File: src/rtl/sale_terminal_pkg.sv
`default_nettype none
// ============================================================================
// Module   : sale_terminal_pkg
// Purpose  : Shared constants and types for the sale-terminal product cursor:
//            grid geometry, product ID width, button direction and
//            operating mode encodings, and the mode decode from the slide
//            switches.
// Revision : 1.0 - initial release
// ============================================================================
package sale_terminal_pkg;

    localparam int PRODUCT_COUNT = 12;
    localparam int PRODUCT_ID_W  = 4;
    localparam int GRID_ROWS     = 3;
    localparam int GRID_COLS     = 4;

    typedef enum logic [2:0] {
        DIR_NONE,
        DIR_UP,
        DIR_DOWN,
        DIR_LEFT,
        DIR_RIGHT
    } dir_t;

    typedef enum logic [1:0] {
        OFF,
        INTERACTIVE,
        BASKET
    } mode_t;

    // Both switches up counts as basket mode.
    function automatic mode_t decode_mode(input logic [1:0] sw);
        if (sw[1]) return BASKET;
        if (sw[0]) return INTERACTIVE;
        return OFF;
    endfunction

endpackage
`default_nettype wire

File: src/rtl/grid_step.sv
`default_nettype none
// ============================================================================
// Module   : grid_step
// Purpose  : Combinational one-step cursor move over the product grid.
//            Grid mode (i_linear=0) moves by row/column; linear mode
//            (i_linear=1) walks product IDs in order, RIGHT/DOWN = +1 and
//            LEFT/UP = -1. Without i_wrap the move saturates at the edge and
//            o_at_edge flags that no step was possible.
// Ports    : i_id      current product ID
//            i_dir     requested direction (DIR_NONE = hold)
//            i_wrap    wrap around instead of saturating
//            i_linear  linear ID order instead of row/column moves
//            o_next_id resulting product ID
//            o_at_edge move was blocked by a grid/list edge
// Revision : 1.0 - initial release
// ============================================================================
module grid_step
    import sale_terminal_pkg::*;
#(
    parameter int ROWS = GRID_ROWS,
    parameter int COLS = GRID_COLS,
    parameter int ID_W = PRODUCT_ID_W
) (
    input  logic [ID_W-1:0] i_id,
    input  dir_t            i_dir,
    input  logic            i_wrap,
    input  logic            i_linear,
    output logic [ID_W-1:0] o_next_id,
    output logic            o_at_edge
);

    localparam int c_NUM = ROWS * COLS;

    int w_id;
    int w_row;
    int w_col;
    int w_next;

    always_comb begin
        w_id      = int'(i_id);
        w_row     = w_id / COLS;
        w_col     = w_id % COLS;
        w_next    = w_id;
        o_at_edge = 1'b0;
        if (i_linear) begin
            case (i_dir)
                DIR_RIGHT, DIR_DOWN: begin
                    if (w_id == c_NUM - 1) begin
                        if (i_wrap) w_next = 0;
                        else        o_at_edge = 1'b1;
                    end else begin
                        w_next = w_id + 1;
                    end
                end
                DIR_LEFT, DIR_UP: begin
                    if (w_id == 0) begin
                        if (i_wrap) w_next = c_NUM - 1;
                        else        o_at_edge = 1'b1;
                    end else begin
                        w_next = w_id - 1;
                    end
                end
                default: ;
            endcase
        end else begin
            case (i_dir)
                DIR_RIGHT: begin
                    if (w_col == COLS - 1) begin
                        if (i_wrap) w_col = 0;
                        else        o_at_edge = 1'b1;
                    end else begin
                        w_col = w_col + 1;
                    end
                end
                DIR_LEFT: begin
                    if (w_col == 0) begin
                        if (i_wrap) w_col = COLS - 1;
                        else        o_at_edge = 1'b1;
                    end else begin
                        w_col = w_col - 1;
                    end
                end
                DIR_DOWN: begin
                    if (w_row == ROWS - 1) begin
                        if (i_wrap) w_row = 0;
                        else        o_at_edge = 1'b1;
                    end else begin
                        w_row = w_row + 1;
                    end
                end
                DIR_UP: begin
                    if (w_row == 0) begin
                        if (i_wrap) w_row = ROWS - 1;
                        else        o_at_edge = 1'b1;
                    end else begin
                        w_row = w_row - 1;
                    end
                end
                default: ;
            endcase
            w_next = w_row * COLS + w_col;
        end
        o_next_id = ID_W'(w_next);
    end

endmodule
`default_nettype wire

File: src/rtl/direction_to_product_id.sv
`default_nettype none
// ============================================================================
// Module   : direction_to_product_id
// Purpose  : Turns clean direction-button pulses into the selected product
//            ID. Interactive mode navigates the grid freely (1-cycle
//            latency); basket mode runs a one-probe-per-cycle search that
//            only lands on products whose BasketMask bit is set.
// Ports    : CLK, RST_n            clock, async active-low reset
//            CleanSWOut[1:0]      01 interactive, 1x basket, 00 off
//            BTN_UP/DOWN/LEFT/RIGHT one-cycle button pulses
//            BasketMask           bit i set = product i is in the basket
//            SelectedProductID    current cursor product ID
//            ValidID              cursor is selectable in the active mode
//            Busy                 basket search running, buttons dropped
//            MoveDone             one-cycle pulse when a move/search ends
// Config   : DIR2ID_WRAP_EN - when defined, grid moves and basket searches
//            wrap around; otherwise they saturate at the edges.
// Revision : 1.0 - initial release
// ============================================================================
module direction_to_product_id
    import sale_terminal_pkg::*;
#(
    parameter int ROWS       = GRID_ROWS,
    parameter int COLS       = GRID_COLS,
    parameter int SEARCH_MAX = 11
) (
    input  logic                    CLK,
    input  logic                    RST_n,
    input  logic [1:0]              CleanSWOut,
    input  logic                    BTN_UP,
    input  logic                    BTN_DOWN,
    input  logic                    BTN_LEFT,
    input  logic                    BTN_RIGHT,
    input  logic [ROWS*COLS-1:0]    BasketMask,
    output logic [PRODUCT_ID_W-1:0] SelectedProductID,
    output logic                    ValidID,
    output logic                    Busy,
    output logic                    MoveDone
);

    localparam int         c_NUM       = ROWS * COLS;
    localparam int         c_LEFT_W    = 5;
    localparam logic [0:0] c_ST_IDLE   = 1'b0;
    localparam logic [0:0] c_ST_SEARCH = 1'b1;
`ifdef DIR2ID_WRAP_EN
    localparam logic       c_WRAP      = 1'b1;
`else
    localparam logic       c_WRAP      = 1'b0;
`endif

    logic [0:0]              r_state;
    logic [PRODUCT_ID_W-1:0] r_id;
    logic                    r_valid;
    logic                    r_done;
    logic [PRODUCT_ID_W-1:0] r_probe;
    logic [c_LEFT_W-1:0]     r_left;    // probes still allowed, incl. current
    logic                    r_fwd;
    logic                    r_block;   // last search missed: no auto-search
    logic [c_NUM-1:0]        r_mask_q;
    mode_t                   r_prev_mode;

    logic [0:0]              w_state_nxt;
    logic [PRODUCT_ID_W-1:0] w_id_nxt;
    logic                    w_valid_nxt;
    logic                    w_done_nxt;
    logic [PRODUCT_ID_W-1:0] w_probe_nxt;
    logic [c_LEFT_W-1:0]     w_left_nxt;
    logic                    w_fwd_nxt;
    logic                    w_block_nxt;

    mode_t                   w_mode;
    logic                    w_basket;
    logic                    w_mode_chg;
    logic                    w_mask_chg;
    dir_t                    w_btn_dir;
    logic                    w_btn_ok;
    logic                    w_idle;
    logic                    w_auto;
    logic                    w_launch;
    logic                    w_launch_fwd;
    logic                    w_hit;
    logic                    w_stop;
    logic                    w_step_fwd;
    logic [PRODUCT_ID_W-1:0] w_step_src;
    dir_t                    w_step_dir;
    logic [PRODUCT_ID_W-1:0] w_step_next;
    logic                    w_step_edge;

    assign w_mode     = decode_mode(CleanSWOut);
    assign w_basket   = (w_mode == BASKET);
    assign w_mode_chg = (w_mode != r_prev_mode);
    assign w_mask_chg = (BasketMask != r_mask_q);
    assign w_idle     = (r_state == c_ST_IDLE);

    always_comb begin
        w_btn_dir = DIR_NONE;
        if      (BTN_UP)    w_btn_dir = DIR_UP;
        else if (BTN_DOWN)  w_btn_dir = DIR_DOWN;
        else if (BTN_LEFT)  w_btn_dir = DIR_LEFT;
        else if (BTN_RIGHT) w_btn_dir = DIR_RIGHT;
    end

    assign w_btn_ok     = (w_btn_dir != DIR_NONE);
    // Auto-search when the cursor's product leaves the basket; after a miss it
    // stays quiet until the mask changes, so a hopeless search never repeats.
    assign w_auto       = !w_btn_ok && !BasketMask[r_id] && (!r_block || w_mask_chg);
    assign w_launch     = w_basket && !w_mode_chg && w_idle && (w_btn_ok || w_auto);
    assign w_launch_fwd = !((w_btn_dir == DIR_UP) || (w_btn_dir == DIR_LEFT));

    // One stepper serves both modes: grid moves in interactive mode, linear
    // probe steps in basket mode (launch from the cursor, then from the probe).
    assign w_step_fwd = w_idle ? w_launch_fwd : r_fwd;
    assign w_step_src = w_idle ? r_id : r_probe;
    assign w_step_dir = w_basket ? (w_step_fwd ? DIR_RIGHT : DIR_LEFT) : w_btn_dir;

    grid_step #(
        .ROWS (ROWS),
        .COLS (COLS),
        .ID_W (PRODUCT_ID_W)
    ) u_grid_step (
        .i_id      (w_step_src),
        .i_dir     (w_step_dir),
        .i_wrap    (c_WRAP),
        .i_linear  (w_basket),
        .o_next_id (w_step_next),
        .o_at_edge (w_step_edge)
    );

    assign w_hit  = BasketMask[r_probe];
    assign w_stop = (r_left == c_LEFT_W'(1)) || w_step_edge;

    // ---------------- state register ----------------
    always_ff @(posedge CLK or negedge RST_n) begin
        if (!RST_n) r_state <= c_ST_IDLE;
        else        r_state <= w_state_nxt;
    end

    // ---------------- next state ----------------
    always_comb begin
        w_state_nxt = r_state;
        if (w_mode_chg) begin
            w_state_nxt = w_basket ? c_ST_SEARCH : c_ST_IDLE;
        end else if (!w_basket) begin
            w_state_nxt = c_ST_IDLE;
        end else if (r_state == c_ST_IDLE) begin
            if (w_launch) w_state_nxt = c_ST_SEARCH;
        end else if (w_hit || w_stop) begin
            w_state_nxt = c_ST_IDLE;
        end
    end

    // ---------------- outputs / datapath ----------------
    always_comb begin
        w_id_nxt    = r_id;
        w_valid_nxt = r_valid;
        w_done_nxt  = 1'b0;
        w_probe_nxt = r_probe;
        w_left_nxt  = r_left;
        w_fwd_nxt   = r_fwd;
        w_block_nxt = r_block && !w_mask_chg;
        if (w_mode_chg) begin
            // A mode change overrides any search in flight, without MoveDone.
            w_block_nxt = 1'b0;
            case (w_mode)
                INTERACTIVE: begin
                    w_id_nxt    = '0;
                    w_valid_nxt = 1'b1;
                end
                BASKET: begin
                    // Entry search probes ID 0 itself, so it may need all NUM probes.
                    w_probe_nxt = '0;
                    w_left_nxt  = c_LEFT_W'(c_NUM);
                    w_fwd_nxt   = 1'b1;
                    w_valid_nxt = 1'b0;
                end
                default: w_valid_nxt = 1'b0;
            endcase
        end else begin
            case (w_mode)
                INTERACTIVE: begin
                    w_valid_nxt = 1'b1;
                    if (w_btn_ok) begin
                        w_id_nxt   = w_step_next;
                        w_done_nxt = 1'b1;
                    end
                end
                BASKET: begin
                    if (r_state == c_ST_IDLE) begin
                        w_valid_nxt = BasketMask[r_id];
                        if (w_launch) begin
                            w_probe_nxt = w_step_next;
                            w_left_nxt  = c_LEFT_W'(SEARCH_MAX);
                            w_fwd_nxt   = w_launch_fwd;
                        end
                    end else if (w_hit) begin
                        w_id_nxt    = r_probe;
                        w_valid_nxt = 1'b1;
                        w_done_nxt  = 1'b1;
                    end else if (w_stop) begin
                        w_valid_nxt = BasketMask[r_id];
                        w_done_nxt  = 1'b1;
                        w_block_nxt = 1'b1;
                    end else begin
                        w_probe_nxt = w_step_next;
                        w_left_nxt  = r_left - 1'b1;
                    end
                end
                default: w_valid_nxt = 1'b0;
            endcase
        end
    end

    always_ff @(posedge CLK or negedge RST_n) begin
        if (!RST_n) begin
            r_id        <= '0;
            r_valid     <= 1'b0;
            r_done      <= 1'b0;
            r_probe     <= '0;
            r_left      <= '0;
            r_fwd       <= 1'b1;
            r_block     <= 1'b0;
            r_mask_q    <= '0;
            r_prev_mode <= OFF;
        end else begin
            r_id        <= w_id_nxt;
            r_valid     <= w_valid_nxt;
            r_done      <= w_done_nxt;
            r_probe     <= w_probe_nxt;
            r_left      <= w_left_nxt;
            r_fwd       <= w_fwd_nxt;
            r_block     <= w_block_nxt;
            r_mask_q    <= BasketMask;
            r_prev_mode <= w_mode;
        end
    end

    assign SelectedProductID = r_id;
    assign ValidID           = r_valid;
    assign Busy              = (r_state == c_ST_SEARCH);
    assign MoveDone          = r_done;

endmodule
`default_nettype wire
File: config.mk
export PLATFORM = sky130hd
export DESIGN_NAME = direction_to_product_id
export DESIGN_NICKNAME = d
export VERILOG_FILES = /design/src/rtl/sale_terminal_pkg.sv /design/src/rtl/grid_step.sv /design/src/rtl/direction_to_product_id.sv
export SDC_FILE = /design/constraint.sdc
export NUM_CORES = 1
export LEC_CHECK = 0
export ABC_AREA = 1
export ABC_CLOCK_PERIOD_IN_PS = 1900
export CAP_MARGIN = 30
export CORE_ASPECT_RATIO = 1.25
export CORE_MARGIN = 2
export CORE_UTILIZATION = 35
export CTS_CLUSTER_DIAMETER = 100
export DETAILED_ROUTE_END_ITERATION = 6
export DONT_BUFFER_PORTS = 1
export SLEW_MARGIN = 20
export SYNTH_ARGS = -nofsm -noshare
export SYNTH_HDL_FRONTEND = slang
export SYNTH_SLANG_ARGS = --single-unit
File: constraint.sdc
create_clock -name CLK -period 1.9 [get_ports CLK]
set_input_delay 0.285 -clock CLK [delete_from_list [all_inputs] [get_ports CLK]]
set_output_delay 0.285 -clock CLK [all_outputs]
set_load 0.01 [all_outputs]
# ---- After elaboration in Yosys (flattened, before gate mapping)
# Cells that the tools add are included.
dict set report word_totals {
  regBits 32
  elab_cells 160
}
dict set report op_classes {
  reduce_logical 29
  n_eq_ne 22
  bitwise 1
  magnitude_cmp 2
  addsub 8
  n_mux 88
}
# operator n
set op_table {}
lappend op_table {{$mux 4} 18}
lappend op_table {{$logic_not 32->1} 2}
lappend op_table {{$mux 1} 39}
lappend op_table {{$mux 5} 7}
lappend op_table {{$pmux 4 s2} 3}
lappend op_table {{$mux 3} 7}
lappend op_table {{$mux 2} 7}
lappend op_table {{$ne 12x12->1} 1}
lappend op_table {{$lt 4x5->1 const B} 2}
lappend op_table {{$eq 3x2->1 const B} 3}
lappend op_table {{$ne 3x3->1 const B} 3}
lappend op_table {{$bmux 1 s4} 2}
lappend op_table {{$eq 3x1->1 const B} 2}
lappend op_table {{$logic_and 1x1->1} 6}
lappend op_table {{$logic_not 1->1} 6}
lappend op_table {{$pmux 1 s2} 3}
lappend op_table {{$reduce_bool 3->1} 2}
lappend op_table {{$eq 5x1->1 const B} 1}
lappend op_table {{$logic_or 1x1->1} 5}
lappend op_table {{$ne 5x2->1 const B} 1}
lappend op_table {{$reduce_and 5->1} 1}
lappend op_table {{$sub 5x1->5 const B} 1}
lappend op_table {{$add 4x1->4 const B} 1}
lappend op_table {{$add 4x4->4} 1}
lappend op_table {{other kinds (21)} 26}

# ---- Longest topological paths before layout
dict set report logic_depth {
  depth_word 20
  ltp_mapped 16
  mapped_depth_nobuf 16
}

# ---- Hierarchy
# Synthesis repeated with hierarchy kept, for this count alone.
dict set report hier_totals {
  hier_cells 400
  area_unflattened_um2 2603.7
}
# mod cells_per_inst instances area_each_um2 seq_area_each_um2
set by_module_without_submodules {}
lappend by_module_without_submodules {direction_to_product_id 283 1 2044.5 802.0}
lappend by_module_without_submodules {grid_step 117 1 559.3 0.0}

# ---- Worst setup path after synthesis
# OpenSTA, ideal clock, no wires.
dict set report synth_path {
  kind {reg2reg}
  start {register r_state, in the netlist Busy}
  end {register r_probe[1]}
  slack_ps -134
  synth_period_minus_slack_ps 2034
  t_arrival_ps 1917
  setup_time_ps 118
  stages_incl_launch_ff 15
  cell_sequence {dfrtp_1 buf_4 o21ai_1 inv_1 ha_1 nand2_1 inv_1 nand3_1 nand2_1 nand2_2 nand2_2 inv_2 nand4_4 nand3_1 nand2_1}
}
dict set report synth_via {
  elab_chain_len 13
  elab_cells_between_ends 52
}
# element line
set synth_rtl {}
lappend synth_rtl {{start: declaration} direction_to_product_id.sv:51} ;# logic [0:0] r_state;
lappend synth_rtl {{start signal: assignment} direction_to_product_id.sv:134} ;# if (!RST_n) r_state <= c_ST_IDLE;
lappend synth_rtl {{start signal: assignment} direction_to_product_id.sv:135} ;# else r_state <= w_state_nxt;
lappend synth_rtl {{$mux 1} direction_to_product_id.sv:112} ;# assign w_step_fwd = w_idle ? w_launch_fwd : r_fwd;
lappend synth_rtl {{$mux 3 (2 in series)} direction_to_product_id.sv:114} ;# assign w_step_dir = w_basket ? (w_step_fwd ? DIR_RIGHT : DIR_LEFT) : w_btn_dir;
lappend synth_rtl {{$eq 3x2->1 or $eq 3x3->1 (tied branches)} {grid_step.sv:46, grid_step.sv:66}}
lappend synth_rtl {{$pmux 4 s2} grid_step.sv:66} ;# case (i_dir)
lappend synth_rtl {{$mux 4} grid_step.sv:45} ;# if (i_linear) begin
lappend synth_rtl {{$add 4x4->4} grid_step.sv:101} ;# w_next = w_row * COLS + w_col;
lappend synth_rtl {{$mux 4} grid_step.sv:45}
lappend synth_rtl {{$mux 4} direction_to_product_id.sv:199} ;# end else if (w_stop) begin
lappend synth_rtl {{$mux 4} direction_to_product_id.sv:195} ;# end else if (w_hit) begin
lappend synth_rtl {{$mux 4} direction_to_product_id.sv:188} ;# if (r_state == c_ST_IDLE) begin
lappend synth_rtl {{$mux 4} direction_to_product_id.sv:179} ;# case (w_mode)
lappend synth_rtl {{$mux 4} direction_to_product_id.sv:161} ;# if (w_mode_chg) begin
lappend synth_rtl {{end signal: assignment} direction_to_product_id.sv:228} ;# r_probe <= w_probe_nxt;
lappend synth_rtl {{end: declaration} direction_to_product_id.sv:55} ;# logic [PRODUCT_ID_W-1:0] r_probe;
# Parallel ways exist; a longest one is shown, timed or not. The select of a mux whose other input is x is not followed.
# A chain may end at the register's enable or synchronous reset.

# ---- Worst setup path in the final report
dict set report layout_path {
  start {register r_state, in the netlist Busy}
  end {register r_left[1]}
}
dict set report layout_via {
  elab_chain_len 10
  elab_cells_between_ends 36
}
# element line
set layout_rtl {}
lappend layout_rtl {{$mux 1} direction_to_product_id.sv:112}
lappend layout_rtl {{$mux 3 (2 in series)} direction_to_product_id.sv:114}
lappend layout_rtl {{$eq 3x2->1 (tied with other cells)} {grid_step.sv:46, grid_step.sv:66}}
lappend layout_rtl {{$reduce_or 2->1} grid_step.sv:46} ;# case (i_dir)
lappend layout_rtl {{$pmux 1 s2} grid_step.sv:46}
lappend layout_rtl {{$mux 1} grid_step.sv:45}
lappend layout_rtl {{$logic_or 1x1->1} direction_to_product_id.sv:130} ;# assign w_stop = (r_left == c_LEFT_W'(1)) || w_step_edge;
lappend layout_rtl {{$ne 3x3->1 (no line)} --}
lappend layout_rtl {{$reduce_and 4->1 (no line)} --}
lappend layout_rtl {{end signal: assignment} direction_to_product_id.sv:229} ;# r_left <= w_left_nxt;
lappend layout_rtl {{end: declaration} direction_to_product_id.sv:56} ;# logic [c_LEFT_W-1:0] r_left;
# Parallel ways exist; a longest one is shown, timed or not. The select of a mux whose other input is x is not followed.

==> impl_metrics.tcl <==
set metrics [dict create \
    globalplace.congestion 0.874 \
    drt_iter0_drc 142 \
    total_power_mw 3.14 \
    fill_cells 754 \
    synthDistinctLibCells 41 \
    worstSetupPathType "flip-flop to flip-flop" \
    path_cells "buf_12 > o21a_4 > ha_2 > inv_2 > nor2_1 > nor2_1 > nand3_2 > nand2_4 > nand4_4 > nand2_4 > nand3_1 > nand2_1" \
    final_util 0.459 \
    grt_pass1_wl_um 12200 \
    critPathSlowestCell "dfrtp_2" \
    area_growth_pct 27.0 \
    ys.flop_type "dfrtp_1" \
    ant_nets 0 \
    wire_per_inst_um 14.6 \
    ys_ff_latch 32 \
    boundaryPins 27 \
    violations "negative setup slack" \
    yosys_warnings 0 \
    grt_pass1_vias 2567 \
    wirelength_um 7640 \
    postSynth.asyncResetShare 1.00 \
    final_hold_viol_count 0 \
    worstPathRequired_ns 2.12 \
    yosysSeqAreaShare 0.302 \
    antenna_found_initial 0 \
    rsz0062_at_grt "yes" \
    finalInstanceArea_um2 3380 \
    cts_made_buffers 5 \
    syn_area_um2 2660 \
    clk_transition_reported_paths_ns 0.08 \
    final_max_slew_viol_count 0 \
    cts.sinks 32 \
    start_util 0.362 \
    synth_edf_count 0 \
    min_period_ns 1.99 \
    r2r_cells 12 \
    path_buf_inv 2 \
    worstMarginPinSlew_ns 0.582 \
    r2r_setup_slack_ns -0.09 \
    yosys.area.top_type_share 0.292 \
    period_share 1.05 \
    fin_skew_ns 0.00970 \
    die_h_um 101 \
    clk_latency_ns 0.29 \
    power_leakage_nw 1.67 \
    num_rows 35 \
    cts_tree "yes" \
    cp-start-kind "flip-flop" \
    dr_total_vias 2692 \
    nNetsFinal 461 \
    drive_gt1_frac 0.281 \
    maxCapViolCount 0 \
    crit_family "simple AND/OR/NAND/NOR gates" \
    synth_area_leaders "dfrtp_1 (29%), nand2_1 (15%), nand3_1 (8.5%)" \
    powerDensity_nw_per_um2 929 \
    setup_viol 13 \
    grt_max_degree 33 \
    hpwl_um 5800 \
    routed_via_density 5.15 \
    core_um2 7360 \
    io_buffer_count 0 \
    yosysTopAreaCell "dfrtp_1" \
    status "finished with violations" \
    slowest_delay_ns 0.47 \
    post-route-drc-count 0 \
    cts_max_level 2 \
    post_dp_cell_area_um2 2980 \
    num_antenna_cells 0 \
    dieArea_um2 8320 \
    endpoint "r_left[1]$_DFFE_PN0P_" \
    worstSetupPathDepth 12 \
    syn_inst 387 \
    avgSynthCellArea_um2 6.87 \
    finalWorstSetupSlack_ns -0.0943 \
    hold_path.class "input port to flip-flop" \
    first_pass_iters 4 \
    slew_headroom 0.610 \
    r2r_start "Busy$_DFF_PN0_" \
    cts_root_buffer "clkbuf_8" \
    end_kind "flip-flop" \
    cp_max_fo 6 \
    worstPathArrival_ns 2.22 \
    timing.fmax_ghz 0.501 \
    tns_ns -0.804 \
    ir_drop_mv 0.413 \
    r2r_end "r_left[1]$_DFFE_PN0P_" \
    die_x_um 82.0 \
    syn-num-nets 418 \
    grt_overflow 0 \
    cp-startpoint "Busy$_DFF_PN0_" \
    clk_path_buf_depth 2 \
    track_usage 0.190 \
]
[cells in the final DEF (no fill, tap or decap), types with 7 or more instances in the layout]
| cell | synthesis | routed |
|---|---|---|
| nand2_1 | 109 | 101 |
| inv_1 | 46 | 40 |
| nand3_1 | 45 | 39 |
| nor2_1 | 40 | 38 |
| buf_4 | 3 | 36 |
| dfrtp_1 | 31 | 30 |
| inv_2 | 7 | 12 |
| nand2_2 | 6 | 11 |
| o21ai_0 | 11 | 11 |
| nand2_4 | 4 | 8 |
| nand3_2 | 2 | 8 |
| nand4_1 | 7 | 7 |
| a21oi_1 | 8 | 7 |
[sequential cells by signal, summed over array words and instances (netlist names)]
name	cells
r_block	1
Busy	1
r_fwd	1
r_left	5
SelectedProductID	4
MoveDone	1
r_probe	4
ValidID	1
r_mask_q	12
r_prev_mode	2
[worst min path at each step]
stage | startpoint | end | slack (ns) | cells past startpoint
2_1_floorplan | RST_n | Busy$_DFF_PN0_ | -0.01 | 0
3_3_place_gp | RST_n | r_mask_q[3]$_DFF_PN0_ | -0.01 | 0
3_5_place_dp | RST_n | r_mask_q[3]$_DFF_PN0_ | -0.01 | 0
4_1_cts | CleanSWOut[1] | r_prev_mode[1]$_DFF_PN0_ | 0.02 | 0
5_1_grt | CleanSWOut[1] | r_prev_mode[1]$_DFF_PN0_ | 0.004 | 0
6_report | CleanSWOut[1] | r_prev_mode[1]$_DFF_PN0_ | 0.02 | 0
[Yosys cell counts, types with 6 or more instances]
cell / instances
inv_2: 7
nand4_1: 7
nand2_2: 6
nand3_1: 45
o21ai_0: 11
dfrtp_1: 31
nor2_1: 40
ha_1: 11
xnor2_1: 6
a21oi_1: 8
o211ai_1: 6
nand2_1: 109
inv_1: 46
o21ai_1: 7
[cell type report]
class	instances	area, um2	area share
inverters	54	208	0.0615
well taps	92	115	0.0341
clock inverters	3	42.5	0.0126
flip-flops and latches	32	803	0.238
repair buffers	42	363	0.107
clock buffers	5	68.8	0.0204
multi-input cells	295	1780	0.526
[cells by family after synthesis]
group           after synthesis  synth area share
compound gates               42             0.100
xor+xnor                     12            0.0423
fa+ha+maj                    11            0.0517
buf+inv                      62             0.104
flops                        32             0.302
other cells                   1           0.00141
simple gates                227             0.398
[metrics by stage]
stage                     hold WS, ns  worst slack [ns]  instances
after detailed placement     -0.00983            -0.140        505
after global placement       -0.00981            -0.118        505
final                          0.0200           -0.0943        523
after CTS                      0.0158           -0.0877        522
after floorplan               -0.0106           0.00105        387
after global routing          0.00359            -0.203        523
[metal layers]
metal  up-vias  global-route usage  share of wire
met5         -                   0              0
met4         0              0.0769          0.038
met3        25              0.0392          0.061
met2        78               0.344           0.51
met1      1251               0.212           0.39
li1       1338                   -              -
[timing repair]
action                                  4_1_cts  5_1_grt
endpoints found under the setup margin       13       17
setup buffers                                 5        1
pin swaps                                     9       17
cloned                                        2        0
hold buffers                                  2        0
endpoints found under the hold margin        32        0
gates resized for setup                      24       22
[report_power, final]
part	switching, mW	internal [mW]
clock network	0.276	0.388
logic	0.939	0.671
registers	0.0930	0.773
Power figures use the tool's default switching activity.
